### src/rtl/morse_ram_if.sv
// Bus between the Morse RAM sequencer and its environment (player inputs, ram32x10).
// master: the sequencer; slave: player pulse sources plus the RAM read port.
interface morse_ram_if #(
  parameter int unsigned DATA_W = 10,
  parameter int unsigned ADDR_W = 5
);
  logic              done_pulse;
  logic              next_pulse;
  logic [DATA_W-1:0] p1_value;
  logic [DATA_W-1:0] p2_value;
  logic [DATA_W-1:0] ram_q;
  logic [ADDR_W-1:0] ram_addr;
  logic [DATA_W-1:0] ram_data;
  logic              ram_wren;
  logic [1:0]        state;
  logic [ADDR_W:0]   wr_count;
  logic [ADDR_W:0]   rd_ptr;
  logic [ADDR_W:0]   score;
  logic              last_match;
  logic              game_over;

  modport master (
    input  done_pulse, next_pulse, p1_value, p2_value, ram_q,
    output ram_addr, ram_data, ram_wren, state, wr_count, rd_ptr, score,
           last_match, game_over
  );

  modport slave (
    output done_pulse, next_pulse, p1_value, p2_value, ram_q,
    input  ram_addr, ram_data, ram_wren, state, wr_count, rd_ptr, score,
           last_match, game_over
  );
endinterface

### src/rtl/morse_ram_sequencer.sv
// Runs one game round over the shared Morse RAM: player 1 stores words,
// player 2 compares against them, and the block keeps the score.
module morse_ram_sequencer #(
  parameter int unsigned DATA_W = 10,
  parameter int unsigned ADDR_W = 5,
  parameter int unsigned DEPTH  = 32
) (
  input  logic       clock_1hz,
  input  logic       resetn,
  morse_ram_if.master bus
);

  localparam int unsigned CNT_W = ADDR_W + 1;

  localparam logic [1:0] ST_START  = 2'd0;
  localparam logic [1:0] ST_P1TURN = 2'd1;
  localparam logic [1:0] ST_P2TURN = 2'd2;
  localparam logic [1:0] ST_RESULT = 2'd3;

  logic [1:0]       state_q,      state_d;
  logic [CNT_W-1:0] wr_count_q,   wr_count_d;
  logic [CNT_W-1:0] rd_ptr_q,     rd_ptr_d;
  logic [CNT_W-1:0] score_q,      score_d;
  logic             last_match_q, last_match_d;
  logic             rd_ready_q,   rd_ready_d;
  logic             game_over_q,  game_over_d;

  logic             ram_wren_c;
  logic [ADDR_W-1:0] ram_addr_c;
  logic             space_c;
  logic             match_c;
  logic [CNT_W-1:0] rd_ptr_inc_c;

  assign space_c      = (wr_count_q < CNT_W'(DEPTH));
  assign match_c      = (bus.p2_value == bus.ram_q);
  assign rd_ptr_inc_c = rd_ptr_q + CNT_W'(1);

  // Next-state, counter updates and the combinational RAM controls.
  always_comb begin
    state_d      = state_q;
    wr_count_d   = wr_count_q;
    rd_ptr_d     = rd_ptr_q;
    score_d      = score_q;
    last_match_d = last_match_q;
    rd_ready_d   = rd_ready_q;
    ram_wren_c   = 1'b0;
    ram_addr_c   = wr_count_q[ADDR_W-1:0];

    case (state_q)
      ST_START: begin
        if (bus.done_pulse) begin
          state_d      = ST_P1TURN;
          wr_count_d   = '0;
          rd_ptr_d     = '0;
          score_d      = '0;
          last_match_d = 1'b0;
        end
      end

      ST_P1TURN: begin
        ram_addr_c = wr_count_q[ADDR_W-1:0];
        ram_wren_c = resetn & bus.next_pulse & space_c;
        if (bus.next_pulse && space_c) begin
          wr_count_d = wr_count_q + CNT_W'(1);
        end
        // Guard uses the pre-increment count so next+done on an empty RAM stays here.
        if (bus.done_pulse && (wr_count_q != '0)) begin
          state_d    = ST_P2TURN;
          rd_ptr_d   = '0;
          rd_ready_d = 1'b0;
        end
      end

      ST_P2TURN: begin
        ram_addr_c = rd_ptr_q[ADDR_W-1:0];
        // ram_q reflects mem[rd_ptr] one cycle after the address settles.
        rd_ready_d = 1'b1;
        if (bus.next_pulse && rd_ready_q) begin
          last_match_d = match_c;
          if (match_c) begin
            score_d = score_q + CNT_W'(1);
          end
          rd_ptr_d   = rd_ptr_inc_c;
          rd_ready_d = 1'b0;
          if (rd_ptr_inc_c == wr_count_q) begin
            state_d = ST_RESULT;
          end
        end
        if (bus.done_pulse) begin
          state_d = ST_RESULT;
        end
      end

      ST_RESULT: begin
        if (bus.done_pulse) begin
          state_d = ST_START;
        end
      end

      default: begin
        state_d = ST_START;
      end
    endcase

    game_over_d = (state_d == ST_RESULT);
  end

  always_ff @(posedge clock_1hz) begin
    if (!resetn) begin
      state_q      <= ST_START;
      wr_count_q   <= '0;
      rd_ptr_q     <= '0;
      score_q      <= '0;
      last_match_q <= 1'b0;
      rd_ready_q   <= 1'b0;
      game_over_q  <= 1'b0;
    end else begin
      state_q      <= state_d;
      wr_count_q   <= wr_count_d;
      rd_ptr_q     <= rd_ptr_d;
      score_q      <= score_d;
      last_match_q <= last_match_d;
      rd_ready_q   <= rd_ready_d;
      game_over_q  <= game_over_d;
    end
  end

  assign bus.ram_addr   = ram_addr_c;
  assign bus.ram_wren   = ram_wren_c;
  assign bus.ram_data   = bus.p1_value;
  assign bus.state      = state_q;
  assign bus.wr_count   = wr_count_q;
  assign bus.rd_ptr     = rd_ptr_q;
  assign bus.score      = score_q;
  assign bus.last_match = last_match_q;
  assign bus.game_over  = game_over_q;

endmodule
### src/flat_wrapper.sv
// flat-port wrapper written by rule: the top's interface ports become plain ports
module morse_ram_sequencer_flat 
#(
  parameter int unsigned DATA_W = 10,
  parameter int unsigned ADDR_W = 5,
  parameter int unsigned DEPTH  = 32
)
  (clock_1hz, resetn, bus_done_pulse, bus_next_pulse, bus_p1_value, bus_p2_value, bus_ram_q, bus_ram_addr, bus_ram_data, bus_ram_wren, bus_state, bus_wr_count, bus_rd_ptr, bus_score, bus_last_match, bus_game_over);
  morse_ram_if #(.DATA_W(DATA_W), .ADDR_W(ADDR_W)) bus_i ();
  input  logic clock_1hz;
  input  logic resetn;
  input wire logic [$bits(bus_i.done_pulse)-1:0] bus_done_pulse;
  input wire logic [$bits(bus_i.next_pulse)-1:0] bus_next_pulse;
  input wire logic [$bits(bus_i.p1_value)-1:0] bus_p1_value;
  input wire logic [$bits(bus_i.p2_value)-1:0] bus_p2_value;
  input wire logic [$bits(bus_i.ram_q)-1:0] bus_ram_q;
  output wire logic [$bits(bus_i.ram_addr)-1:0] bus_ram_addr;
  output wire logic [$bits(bus_i.ram_data)-1:0] bus_ram_data;
  output wire logic [$bits(bus_i.ram_wren)-1:0] bus_ram_wren;
  output wire logic [$bits(bus_i.state)-1:0] bus_state;
  output wire logic [$bits(bus_i.wr_count)-1:0] bus_wr_count;
  output wire logic [$bits(bus_i.rd_ptr)-1:0] bus_rd_ptr;
  output wire logic [$bits(bus_i.score)-1:0] bus_score;
  output wire logic [$bits(bus_i.last_match)-1:0] bus_last_match;
  output wire logic [$bits(bus_i.game_over)-1:0] bus_game_over;
  assign bus_i.done_pulse = bus_done_pulse;
  assign bus_i.next_pulse = bus_next_pulse;
  assign bus_i.p1_value = bus_p1_value;
  assign bus_i.p2_value = bus_p2_value;
  assign bus_i.ram_q = bus_ram_q;
  assign bus_ram_addr = bus_i.ram_addr;
  assign bus_ram_data = bus_i.ram_data;
  assign bus_ram_wren = bus_i.ram_wren;
  assign bus_state = bus_i.state;
  assign bus_wr_count = bus_i.wr_count;
  assign bus_rd_ptr = bus_i.rd_ptr;
  assign bus_score = bus_i.score;
  assign bus_last_match = bus_i.last_match;
  assign bus_game_over = bus_i.game_over;
  morse_ram_sequencer #(.DATA_W(DATA_W), .ADDR_W(ADDR_W), .DEPTH(DEPTH)) u_core (.clock_1hz(clock_1hz), .resetn(resetn), .bus(bus_i));
endmodule
### config.mk
export PLATFORM = sky130hd
export DESIGN_NAME = morse_ram_sequencer_flat
export DESIGN_NICKNAME = d
export VERILOG_FILES = /design/src/rtl/morse_ram_if.sv /design/src/rtl/morse_ram_sequencer.sv /design/src/flat_wrapper.sv
export SDC_FILE = /design/constraint.sdc
export NUM_CORES = 1
export LEC_CHECK = 0
export ABC_CLOCK_PERIOD_IN_PS = 2200
export CORE_MARGIN = 2
export CORE_UTILIZATION = 35
export CTS_BUF_LIST = sky130_fd_sc_hd__clkbuf_2 sky130_fd_sc_hd__clkbuf_4 sky130_fd_sc_hd__clkbuf_8
export DETAILED_ROUTE_END_ITERATION = 10
export DONT_BUFFER_PORTS = 1
export PLACE_DENSITY = 0.52
export SYNTH_ARGS = -nofsm -noshare
export SYNTH_HDL_FRONTEND = slang
export SYNTH_SLANG_ARGS = --single-unit
### constraint.sdc
create_clock -name clock_1hz -period 2.2 [get_ports clock_1hz]
set_clock_uncertainty 0.1 [all_clocks]
set_input_delay 0.55 -clock clock_1hz [delete_from_list [all_inputs] [get_ports clock_1hz]]
set_output_delay 0.55 -clock clock_1hz [all_outputs]
set_load 0.005 [all_outputs]
== Yosys cells after proc, flatten, opt, wreduce, memory -nomap -nowiden ==
Cells that the tools add are included.

* Input port bits: 34
* Register bits after elaboration: 23
* Word-level logic and storage cells: 62
* Output and inout port bits: 38

* Magnitude comparators: 1
* Equal/unequal tests: 11
* Muxes and demuxes: 24
* $add $sub $neg: 3
* Reduce and logical (&&, ||, !) cells: 14
* Bitwise logic cells: 2

{| class="wikitable"
|+ Operator list
! cell !! number
|-
| 6-bit two-way mux || 6
|-
| 6-bit case mux with 2 select lines || 2
|-
| 6-bit by 1-bit adder with 6-bit output, second input constant || 3
|-
| 6-bit case mux with 3 select lines || 1
|-
| 2-bit two-way mux || 6
|-
| 10-bit equality test || 1
|-
| 2-bit by 1-bit != test with 1-bit output, second input constant || 4
|-
| 2-bit case mux with 4 select lines || 1
|-
| 4-bit AND reduction || 2
|-
| 2-bit equality test, second input constant || 3
|-
| 6-bit equality test || 1
|-
| 6-bit < comparator, second input constant || 1
|-
| 3-bit AND reduction || 2
|-
| 2-bit nonzero test || 3
|-
| 6-bit nonzero test || 1
|-
| 1-bit two-way mux || 5
|-
| 5-bit two-way mux || 1
|-
| 1-bit case mux with 2 select lines || 2
|-
| 1-bit logical AND || 3
|-
| 3-bit nonzero test || 1
|-
| 1-bit bitwise AND || 2
|-
| 2-bit by 1-bit equality test with 1-bit output, second input constant || 1
|-
| 2-bit zero test || 1
|-
| 2-bit != test, second input constant || 1
|-
| 2-bit AND reduction || 1
|}

== Longest topological paths before layout ==
* Depth in word-level cells: 7
* Depth in mapped cells: 6
* Gate-level depth less buffers: 6

== Least setup slack after synthesis ==
No wires, ideal clock.

* Path type: input to register
* Start: input port bus_ram_q[1]
* End: register u_core.score_q[5], in the netlist u_core.bus.score[5]
* Setup time: 0.071 ns
* Buffers on the path: 0
* Arrival time: 1.920 ns
* Cell stages on the path: 5
* Required time: 2.029 ns
* Setup slack: 0.109 ns
* Path through: xor2_1 nor4_2 nand4_2 or4_1 a21oi_1

* Longest elaborated chain between the ends: 3

{| class="wikitable"
|+ RTL lines
! item !! RTL line !! source
|-
| start, declared || flat_wrapper.sv:16 || <nowiki>input wire logic [$bits(bus_i.ram_q)-1:0] bus_ram_q;</nowiki>
|-
| 10-bit equality test || morse_ram_sequencer.sv:35 || <nowiki>assign match_c = (bus.p2_value == bus.ram_q);</nowiki>
|-
| 2-bit by 1-bit != test with 1-bit output (no source line) || - ||
|-
| 4-bit AND reduction (no source line) || - ||
|-
| end signal, assigned || morse_ram_sequencer.sv:121 || <nowiki>score_q <= score_d;</nowiki>
|-
| end, declared || morse_ram_sequencer.sv:23 || <nowiki>logic [CNT_W-1:0] score_q, score_d;</nowiki>
|}

Every way passes these cells.
A chain may end at the register's enable or synchronous reset.

== Worst setup path in the final report ==
* Start: register u_core.state_q[0], in the netlist u_core.bus.state[0]
* End: output port bus_ram_addr[0]

* Longest elaborated chain between the ends: 2

{| class="wikitable"
|+ RTL lines
! item !! RTL line !! source
|-
| start, declared || morse_ram_sequencer.sv:20 || <nowiki>logic [1:0] state_q, state_d;</nowiki>
|-
| start signal, assigned || morse_ram_sequencer.sv:118 || <nowiki>state_q <= state_d;</nowiki>
|-
| 2-bit equality test || morse_ram_sequencer.sv:49 || <nowiki>case (state_q)</nowiki>
|-
| 5-bit two-way mux || morse_ram_sequencer.sv:49 ||
|-
| end, declared || flat_wrapper.sv:17 || <nowiki>output wire logic [$bits(bus_i.ram_addr)-1:0] bus_ram_addr;</nowiki>
|}

Every way passes these cells.

==> results_dict.tcl <==
set metrics [dict create \
    placed_cells 226 \
    clk_path_buf_depth 2 \
    root_buffer "clkbuf_8" \
    grt_pass1_vias 1255 \
    path_cells "or2b_4, mux2_2" \
    worstMarginPinSlew_ps 662 \
    grt_max_degree 13 \
    drtPass1Iterations 4 \
    ys_types 37 \
    dr_wl_met3_microns 238 \
    grt_overflow 0 \
    path_class "reg2out" \
    synth_area_sq_um 1490 \
    ios 72 \
    diodes 0 \
    crit_arrival_ps 1450 \
    clock_latency_ps 280 \
    start_kind "flop" \
    pwr-share-seq 0.536 \
    nNetsFinal 219 \
    syn_inst 179 \
    cp_slowest_cell "dfxtp_1" \
    syn_to_final_growth_pct 6.81 \
    holdWs_ps 296 \
    ys_async_sr_fraction 0 \
    cts_tree "yes" \
    fp-row-count 23 \
    grt_usage 0.157 \
    ant_nets 0 \
    max_freq_mhz 475 \
    stdcell_count 230 \
    path_buf_inv 0 \
    p_per_area_nw_per_um2 499 \
    die_w_microns 69.2 \
    p_int_mw 0.593 \
    yosys.area.top_type "dfxtp_1" \
    critPathRequiredTime_ps 1550 \
    netSwitchingPower_mw 0.199 \
    clk_pin_slew_worst_paths_ps 80 \
    start_util 0.367 \
    drv_slew 0 \
    clock_power_share 0.368 \
    drc_errors 0 \
    rsz0062_at_grt "no" \
    wl_microns 3650 \
    cts_hold_buf 0 \
    synth_edf_count 0 \
    peakVddDrop_mv 0.182 \
    vias_per_cell 5.57 \
    syn_avg_cell_area_sq_um 8.31 \
    setup_viol 0 \
    synth.area.top_cells "dfxtp_1, xor2_1, a21oi_1" \
    layout-drive-gt1-share 0.144 \
    wl_met1_microns 1560 \
    drt-initial-drc-count 68 \
    swShare 0.252 \
    fp.dieH_microns 69.2 \
    hold_violations 0 \
    cap_violations 0 \
    cts.sinks 23 \
    synth_warnings 0 \
    ys_seq_elements 23 \
    ys_seq_area_frac 0.310 \
    status "completed" \
    core_sq_um 4060 \
    cp_max_fo 12 \
    tns_ps 0 \
    leakagePower_nw 0.648 \
    crit_path_end_kind "primary output" \
    routed.top_layer "met4" \
    route.met2.wl_microns 1750 \
    combPwrFrac 0.096 \
    hold_path_class "in2reg" \
    antenna_found_initial 0 \
    htree_levels 1 \
    slew_headroom 0.556 \
    syn_nets 217 \
    dieArea_sq_um 4790 \
    wl_per_cell_microns 15.9 \
    period_share 0.956 \
    grt_first_pass_wirelength_microns 6060 \
    crit_family "flip-flops" \
    max_stage_delay_ps 530 \
    hpwlAfterDp_microns 2780 \
    portBuffers 0 \
    synthFlopType "dfxtp_1" \
    fillers 407 \
    routabilityCongestion 0.720 \
    yosysTopAreaCellShare 0.310 \
    vias 1282 \
    min_period_ps 2100 \
    cts_buffers 3 \
    finalCoreUtilization 0.392 \
]
-- cell usage after synthesis (2+ instances only) --
| master | n |
|---|---|
| nor2_1 | 16 |
| and3_1 | 5 |
| inv_1 | 5 |
| nand2b_1 | 2 |
| nand2_1 | 16 |
| a21oi_1 | 16 |
| o21ai_0 | 8 |
| a31oi_1 | 2 |
| xnor2_1 | 6 |
| dfxtp_1 | 23 |
| xor2_1 | 17 |
| or3_1 | 4 |
| nand3b_1 | 3 |
| nand3_1 | 5 |
| clkbuf_1 | 3 |
| nor3_1 | 2 |
| nor4_1 | 3 |
| mux2_2 | 5 |
| nand4_1 | 4 |
| nor2b_1 | 2 |
| buf_4 | 10 |
| ha_1 | 4 |
| or4_1 | 3 |
| o31ai_1 | 2 |
-- metal layers --
metal | vias up | track usage
met5 | - | 0
met4 | 0 | 0.0806
met3 | 13 | 0.0480
met2 | 42 | 0.268
met1 | 606 | 0.174
li1 | 621 | -
-- worst register-to-register path: cells and delay by family, from the launching register on --
family,cells,cell delay [ps]
AND/OR/NAND/NOR,4,1320
flip-flops,1,420
AO/OA/AOI/OAI,1,160
-- logic make-up after synthesis --
kind of cell               Yosys count  share of synthesized area
and+or+nand+nor                     73                      0.286
AOI/OAI and AO/OA                   32                      0.119
xor gates and xnor gates            23                      0.135
DFF                                 23                      0.310
buffers and inverters               19                     0.0782
muxes                                5                     0.0378
adders and majority gates            4                     0.0336
-- cells in the final DEF, fill, tap and decap left out, drive strengths merged --
master  count
nor2       16
a21oi      16
nor4        5
nor2b       2
a31oi       2
ha          4
inv         5
nor3        2
and2        1
a211oi      1
nand3       5
o21ai       8
nand3b      3
o311ai      1
or2b        1
xnor2       6
o21a        1
dfxtp      23
nand2      16
or3b        1
or4         3
nand4       5
clkbuf      4
xor2       17
nand4b      1
mux2        5
o22ai       1
and3        5
nand2b      2
buf        11
or3         4
o31ai       2
nor3b       1
-- per-stage QoR --
stage	setup WS [ps]	power [mW]	cell area, sq um
floorplan	109	0.504	1490
global placement	109	0.509	1540
detailed placement	45.1	0.511	1540
CTS	43.7	0.800	1590
global route	7.97	0.827	1590
finish	96.6	0.792	1590
-- registers in the layout, summed over array words and instances (netlist names) --
signal                 cells
u_core.bus.rd_ptr          6
u_core.bus.score           6
u_core.bus.wr_count        6
u_core.bus.state           2
u_core.bus.game_over       1
u_core.bus.last_match      1
u_core.rd_ready_q          1
-- path summary, 6_finish.rpt --
check	startpoint	endpoint	slack (ps)	cells past startpoint
setup / recovery	u_core.bus.state[0]	bus_ram_addr[0]	100	2
hold / removal	resetn	u_core.bus.score[0]	300	1
setup reg to reg	u_core.bus.state[0]	u_core.bus.score[5]	140	5
hold reg to reg	u_core.bus.score[5]	u_core.bus.score[5]	410	2
-- power groups by stage --
stage / clock [mW] / sequential [mW] / combinational, mW
3_5_place_dp: 0 / 0.435 / 0.0763
5_1_grt: 0.316 / 0.426 / 0.0851
6_report: 0.291 / 0.425 / 0.0758
4_1_cts: 0.298 / 0.425 / 0.0765
3_3_place_gp: 0 / 0.434 / 0.0750
2_1_floorplan: 0 / 0.434 / 0.0698
-- area by class of cell --
| cell class | count | area, sq um | area share |
|---|---|---|---|
| Clock buffer | 4 | 48.8 | 0.0307 |
| Inverter | 5 | 18.8 | 0.0118 |
| Multi-Input combinational cell | 137 | 915 | 0.576 |
| Sequential cell | 23 | 462 | 0.291 |
| Tap cell | 50 | 62.6 | 0.0394 |
| Timing Repair Buffer | 11 | 82.6 | 0.0520 |
-- timing repair --
action | 4_1_cts | 5_1_grt
pin swaps | 0 | 1
buffers inserted | 0 | 0
endpoints found under the setup margin | 5 | 6
gates resized for setup | 2 | 1
Power figures use the tool's default switching activity.
